## src/rtl/mesh_router_xy_pkg.sv

```systemverilog
// Shared definitions for the XY mesh router: port indices and route/pointer helpers.
package mesh_router_xy_pkg;

    localparam int NPORTS = 5;

    typedef logic [2:0] port_t;

    localparam port_t P_LOCAL = 3'd0;
    localparam port_t P_NORTH = 3'd1;
    localparam port_t P_SOUTH = 3'd2;
    localparam port_t P_EAST  = 3'd3;
    localparam port_t P_WEST  = 3'd4;

    // X is resolved fully before Y, which keeps the mesh deadlock-free.
    function automatic port_t xy_route(input logic x_gt, input logic x_lt,
                                       input logic y_gt, input logic y_lt);
        if (x_gt)      return P_EAST;
        else if (x_lt) return P_WEST;
        else if (y_gt) return P_SOUTH;
        else if (y_lt) return P_NORTH;
        else           return P_LOCAL;
    endfunction

    function automatic port_t port_inc(input port_t p);
        return (p == P_WEST) ? P_LOCAL : p + 3'd1;
    endfunction

endpackage

```

## src/rtl/router_fifo.sv

```systemverilog
// Per-input flit FIFO; head is visible on dout whenever the FIFO is not empty.
module router_fifo #(
    parameter int FLIT_W = 16,
    parameter int DEPTH  = 4,
    localparam int CNT_W = $clog2(DEPTH + 1),
    localparam int PTR_W = $clog2(DEPTH)
) (
    input  logic              clk,
    input  logic              reset,
    input  logic              push,
    input  logic [FLIT_W-1:0] din,
    input  logic              pop,
    output logic [FLIT_W-1:0] dout,
    output logic              empty,
    output logic [CNT_W-1:0]  count
);

    logic [FLIT_W-1:0] mem_q [DEPTH];
    logic [PTR_W-1:0]  wr_ptr_q, wr_ptr_d;
    logic [PTR_W-1:0]  rd_ptr_q, rd_ptr_d;
    logic [CNT_W-1:0]  count_q, count_d;
    logic              do_push, do_pop;

    // A push into a full FIFO is only legal when the head leaves in the same cycle.
    assign do_pop  = pop && (count_q != '0);
    assign do_push = push && ((count_q != CNT_W'(DEPTH)) || do_pop);

    always_comb begin
        wr_ptr_d = wr_ptr_q;
        rd_ptr_d = rd_ptr_q;
        count_d  = count_q;
        if (do_push) wr_ptr_d = (wr_ptr_q == PTR_W'(DEPTH - 1)) ? '0 : wr_ptr_q + PTR_W'(1);
        if (do_pop)  rd_ptr_d = (rd_ptr_q == PTR_W'(DEPTH - 1)) ? '0 : rd_ptr_q + PTR_W'(1);
        if (do_push && !do_pop)      count_d = count_q + CNT_W'(1);
        else if (!do_push && do_pop) count_d = count_q - CNT_W'(1);
    end

    always_ff @(posedge clk) begin
        if (reset) begin
            wr_ptr_q <= '0;
            rd_ptr_q <= '0;
            count_q  <= '0;
        end else begin
            wr_ptr_q <= wr_ptr_d;
            rd_ptr_q <= rd_ptr_d;
            count_q  <= count_d;
        end
        if (do_push && !reset) mem_q[wr_ptr_q] <= din;
    end

    assign dout  = mem_q[rd_ptr_q];
    assign empty = (count_q == '0);
    assign count = count_q;

endmodule

```

## src/rtl/mesh_router_xy.sv

```systemverilog
// 5-port XY dimension-ordered mesh router tile with per-output round-robin arbitration.
module mesh_router_xy
    import mesh_router_xy_pkg::*;
#(
    parameter int FLIT_W = 16,
    parameter int DEPTH  = 4,
    parameter int X_W    = 2,
    parameter int Y_W    = 2,
    parameter int MY_X   = 0,
    parameter int MY_Y   = 0
) (
    input  logic                     clk,
    input  logic                     reset,
    input  logic [NPORTS*FLIT_W-1:0] in_flit,
    input  logic [NPORTS-1:0]        write_in,
    output logic [NPORTS-1:0]        full_out,
    output logic [NPORTS*FLIT_W-1:0] out_flit,
    output logic [NPORTS-1:0]        write_req,
    input  logic [NPORTS-1:0]        out_full
);

    localparam int CNT_W = $clog2(DEPTH + 1);

    logic [FLIT_W-1:0] head  [NPORTS];
    logic [CNT_W-1:0]  count [NPORTS];
    port_t             route [NPORTS];
    logic [NPORTS-1:0] grant [NPORTS];
    logic [NPORTS-1:0] empty, push, pop;

    for (genvar p = 0; p < NPORTS; p++) begin : g_in
        logic [X_W-1:0]    dx;
        logic [Y_W-1:0]    dy;
        logic [NPORTS-1:0] gcol;

        // Last slot is reserved for the flit already leaving the upstream register.
        assign full_out[p] = (count[p] >= CNT_W'(DEPTH - 1));
        assign push[p]     = write_in[p] && !full_out[p];

        router_fifo #(.FLIT_W(FLIT_W), .DEPTH(DEPTH)) u_fifo (
            .clk   (clk),
            .reset (reset),
            .push  (push[p]),
            .din   (in_flit[p*FLIT_W +: FLIT_W]),
            .pop   (pop[p]),
            .dout  (head[p]),
            .empty (empty[p]),
            .count (count[p])
        );

        assign dx       = head[p][FLIT_W-1 -: X_W];
        assign dy       = head[p][FLIT_W-1-X_W -: Y_W];
        assign route[p] = xy_route(dx > X_W'(MY_X), dx < X_W'(MY_X),
                                   dy > Y_W'(MY_Y), dy < Y_W'(MY_Y));

        for (genvar o = 0; o < NPORTS; o++) begin : g_col
            assign gcol[o] = grant[o][p];
        end
        assign pop[p] = |gcol;
    end

    for (genvar o = 0; o < NPORTS; o++) begin : g_out
        logic [NPORTS-1:0] req;
        port_t             rr_q, win;
        logic              found, gnt_v, wr_q;
        logic [FLIT_W-1:0] flit_q;

        for (genvar p = 0; p < NPORTS; p++) begin : g_req
            assign req[p] = !empty[p] && (route[p] == port_t'(o));
        end

        always_comb begin
            logic [3:0] idx;
            idx   = '0;
            found = 1'b0;
            win   = P_LOCAL;
            for (int k = 0; k < NPORTS; k++) begin
                idx = 4'(rr_q) + 4'(k);
                if (idx >= 4'(NPORTS)) idx = idx - 4'(NPORTS);
                if (!found && req[idx[2:0]]) begin
                    found = 1'b1;
                    win   = idx[2:0];
                end
            end
        end

        assign gnt_v    = found && !out_full[o];
        assign grant[o] = gnt_v ? (NPORTS'(1) << win) : '0;

        always_ff @(posedge clk) begin
            if (reset) begin
                rr_q   <= P_LOCAL;
                wr_q   <= 1'b0;
                flit_q <= '0;
            end else begin
                wr_q <= gnt_v;
                if (gnt_v) begin
                    flit_q <= head[win];
                    rr_q   <= port_inc(win);
                end
            end
        end

        assign write_req[o]                  = wr_q;
        assign out_flit[o*FLIT_W +: FLIT_W] = flit_q;
    end

endmodule

```

## config.mk

```make
export PLATFORM = sky130hd
export DESIGN_NAME = mesh_router_xy
export DESIGN_NICKNAME = d
export VERILOG_FILES = /design/src/rtl/mesh_router_xy_pkg.sv /design/src/rtl/router_fifo.sv /design/src/rtl/mesh_router_xy.sv
export SDC_FILE = /design/constraint.sdc
export NUM_CORES = 1
export LEC_CHECK = 0
export CAP_MARGIN = 5
export CORE_MARGIN = 5
export CORE_UTILIZATION = 50
export CTS_BUF_LIST = sky130_fd_sc_hd__clkbuf_4 sky130_fd_sc_hd__clkbuf_8
export CTS_CLUSTER_DIAMETER = 200
export DETAILED_ROUTE_END_ITERATION = 10
export GPL_TIMING_DRIVEN = 0
export PLACE_DENSITY_LB_ADDON = 0.15
export SYNTH_ARGS = -nofsm -noshare
export SYNTH_HDL_FRONTEND = slang
export SYNTH_SLANG_ARGS = --single-unit
```

## constraint.sdc

```tcl
create_clock -name clk -period 17.3 [get_ports clk]
set_clock_uncertainty 0.2 [all_clocks]
set_input_delay 3.46 -clock clk [delete_from_list [all_inputs] [get_ports clk]]
set_output_delay 3.46 -clock clk [all_outputs]
set_load 0.1 [all_outputs]
```

==> flow_summary.yaml <==
clock_network:
  clk_latency_ns: 0.64
  clkTransAtPathRegs_ns: 0.06
  cts_buffers: 72
  htree_levels: 3
  clockRootBuffer: "clkbuf_8"
  post_cts_buffers: 0
  clock_sinks: 442
  max-clock-path-buffers: 3
  ctsResizeCount: 0
  cts_tree: "built"
  ctsHoldBuffers: 0
detailed_routing:
  vias_per_cell: 5.92
  wl_met3_um: 3780
  drc: 0
  wl_per_cell_um: 23.6
  top_layer_used: "met4"
  ant_nets: 0
  vias: 15100
  drt_wl_total_um: 60000
  first_pass_iters: 5
  dr_wl_met2_um: 28400
  drt_iter0_drc: 1478
  met1_length_um: 25400
synthesis:
  synth-seq-cells: 442
  yosys.area.top_type: "edfxtp_1"
  synth.distinct_cells: 97
  syn-instance-count: 1646
  synthArstFlopShare: 0
  synth_area_per_cell_um2: 13.1
  synth_edf_count: 320
  synth.cell_area_um2: 21600
  ys_seq_area_frac: 0.558
  synth_area_leaders: "edfxtp_1 (45%), dfxtp_1 (11%), mux4_2 (8.4%)"
  synth_flop_cell: "edfxtp_1"
  yosysWarnings: 0
  netlist.area_leader.share: 0.445
finish:
  fin_util: 0.597
  nets: 2064
  mostFrequentLayoutCells: "edfxtp_1 (320), clkdlybuf4s50_1 (161), dfxtp_1 (122)"
  final_area_um2: 25600
  multi_input_area_um2: 8840
  mostFrequentLayoutCell: "edfxtp_1"
  drive_gt1_frac: 0.176
  fillers: 3414
  syn_to_final_growth_pct: 18.6
  seqCellArea_um2: 12100
sta:
  finalCritPeriodShare: 0.421
  finalSetupViolations: 0
  worst_slew_pin_slew_ns: 1.42
  finalCriticalPeriod_ns: 7.28
  hold_violations: 0
  drv_slew: 0
  rsz0062_at_grt: "false"
  timing.fmax_mhz: 137
  finalSetupTns_ns: 0
  slew_headroom: 0.0461
setup_path:
  startpoint_type: "flip-flop"
  critical_path_peak_fanout: 11
  path_cells: "clkbuf_1, inv_1, ha_1, ha_1, clkbuf_1, a31oi_1, xnor2_1, mux2i_1, mux2i_1, a211oi_1, a211o_1, a22oi_1, inv_1, clkbuf_1, ha_1, a32o_1, o21ai_0, ha_1, inv_1, fa_1, xor2_1, or3_1, a21oi_1"
  cp_slowest_cell: "a22oi_1"
  crit_top_cell: "ha_1"
  end_kind: "flip-flop"
  crit_buf_inv: 6
  critical_path_arrival_ns: 7.61
  crit_family: "compound AO/OA/AOI/OAI gates"
  worstPathRequired_ns: 17.64
  critical_path_class: "reg2reg"
  cp_slowest_stage_delay_ns: 0.52
floorplan:
  die_y_um: 218
  core-area_um2: 42900
  fp.dieW_um: 218
  pin_count: 182
  rows: 76
  initial_utilization: 0.503
  dieArea_um2: 47400
global_routing:
  first_global_vias: 14700
  grt.total_usage: 0.250
  grt_max_degree: 17
  grt_antenna_before_repair: 0
  grt_pass1_wl_um: 90300
  grt-ovfl-total: 0
place:
  hpwl_um: 44300
  place_congestion: 0.919
  dpl_cell_area_um2: 24000
  port_buffers: 161
status:
  status: "finished, final reports clean"
worst_hold_path:
  hp-class: "reg2reg"
power:
  p_leak_nw: 9.14
  ir_drop_mv: 0.200
  p_per_area_nw_per_um2: 206
run:
  cap_violations: 0
## sequential cells by signal (all words and copies together), names as in the netlist, named ones only
| signal | count |
|---|---|
| g_in.u_fifo.count | 15 |
| g_in.u_fifo.mem_q | 320 |
| g_in.u_fifo.rd_ptr_q | 10 |
| g_in.u_fifo.wr_ptr_q | 10 |
| g_out.flit_q | 64 |
| g_out.rr_q | 9 |
| g_out.wr_q | 4 |
## routing by layer
layer / global-route usage / up-vias
met5: 0 / -
met4: 0.0973 / 0
met3: 0.0378 / 119
met2: 0.403 / 609
met1: 0.345 / 7466
li1: - / 6873
## per-stage QoR
stage,cells,power [mW],setup WS [ns],hold WS [ns]
after floorplan,1663,3.47,11.70,0.254
after global placement,2409,4.22,10.26,0.245
after detailed placement,2410,4.24,10.13,0.244
after CTS,2543,5.25,10.10,0.263
after global routing,2543,5.54,9.54,0.279
final,2544,5.27,10.02,0.262
## report_power, final
group	leakage [nW]	internal, mW	total, mW	switching (mW)
registers	3.90	1.26	1.35	0.0888
logic	4.39	1.07	2.94	1.86
clock network	0.853	0.564	0.991	0.427
total	9.14	2.89	5.27	2.38
## cell type report
class	instances	share of cell area
flip-flops and latches	442	0.471
multi-input cells	1061	0.345
repair buffers	162	0.0632
clock buffers	118	0.0563
well taps	585	0.0286
plain buffers	99	0.0208
inverters	61	0.00913
clock inverters	15	0.00635
diodes	1	0.0000977
## final timing paths
kind / depth (start not counted) / slack (ns) / end / startpoint
max reg2reg: 23 / 10.02 / g_in[0].u_fifo.count[2] / g_out[2].rr_q[0]
min: 1 / 0.26 / g_out[2].flit_q[15] / g_out[2].flit_q[15]
min reg2reg: 1 / 0.26 / g_out[2].flit_q[15] / g_out[2].flit_q[15]
max: 23 / 10.02 / g_in[0].u_fifo.count[2] / g_out[2].rr_q[0]
## worst register-to-register path, cell delays in order, from the launching register on
cell	delay (ns)
dfxtp_1	0.38
clkbuf_1	0.30
inv_1	0.22
ha_1	0.27
ha_1	0.27
clkbuf_1	0.28
a31oi_1	0.18
xnor2_1	0.44
mux2i_1	0.15
mux2i_1	0.48
a211oi_1	0.19
a211o_1	0.29
a22oi_1	0.52
inv_1	0.31
clkbuf_1	0.39
ha_1	0.39
a32o_1	0.30
o21ai_0	0.31
ha_1	0.24
inv_1	0.06
fa_1	0.37
xor2_1	0.16
or3_1	0.32
a21oi_1	0.15
## kinds of logic (layout without fill, tap and decap cells)
kind of cell,after synthesis,in the layout,share of synthesized area
xor gates and xnor gates,22,22,0.00892
adders and majority gates,73,73,0.0451
buffers and inverters,160,455,0.0355
other,1,19,0.000174
muxes,172,172,0.129
DFF,442,442,0.558
AOI/OAI and AO/OA,350,350,0.113
and+or+nand+nor,426,426,0.110
## cells in the mapped netlist, drive strengths merged, types with 11 or more instances
master,instances
nor3,58
o21ai,53
and3,11
and2,26
edfxtp,320
nor2,96
nand3,13
buf,57
o22ai,45
a22o,13
o221ai,11
nand2b,15
clkbuf,42
nor2b,29
nor4,15
a21oi,83
mux2,35
xor2,12
ha,65
dfxtp,122
nand2,85
mux2i,55
inv,60
o21a,17
a211oi,16
a31oi,16
or3,24
mux4,82
Note: power is estimated with default switching activity, not from simulation.
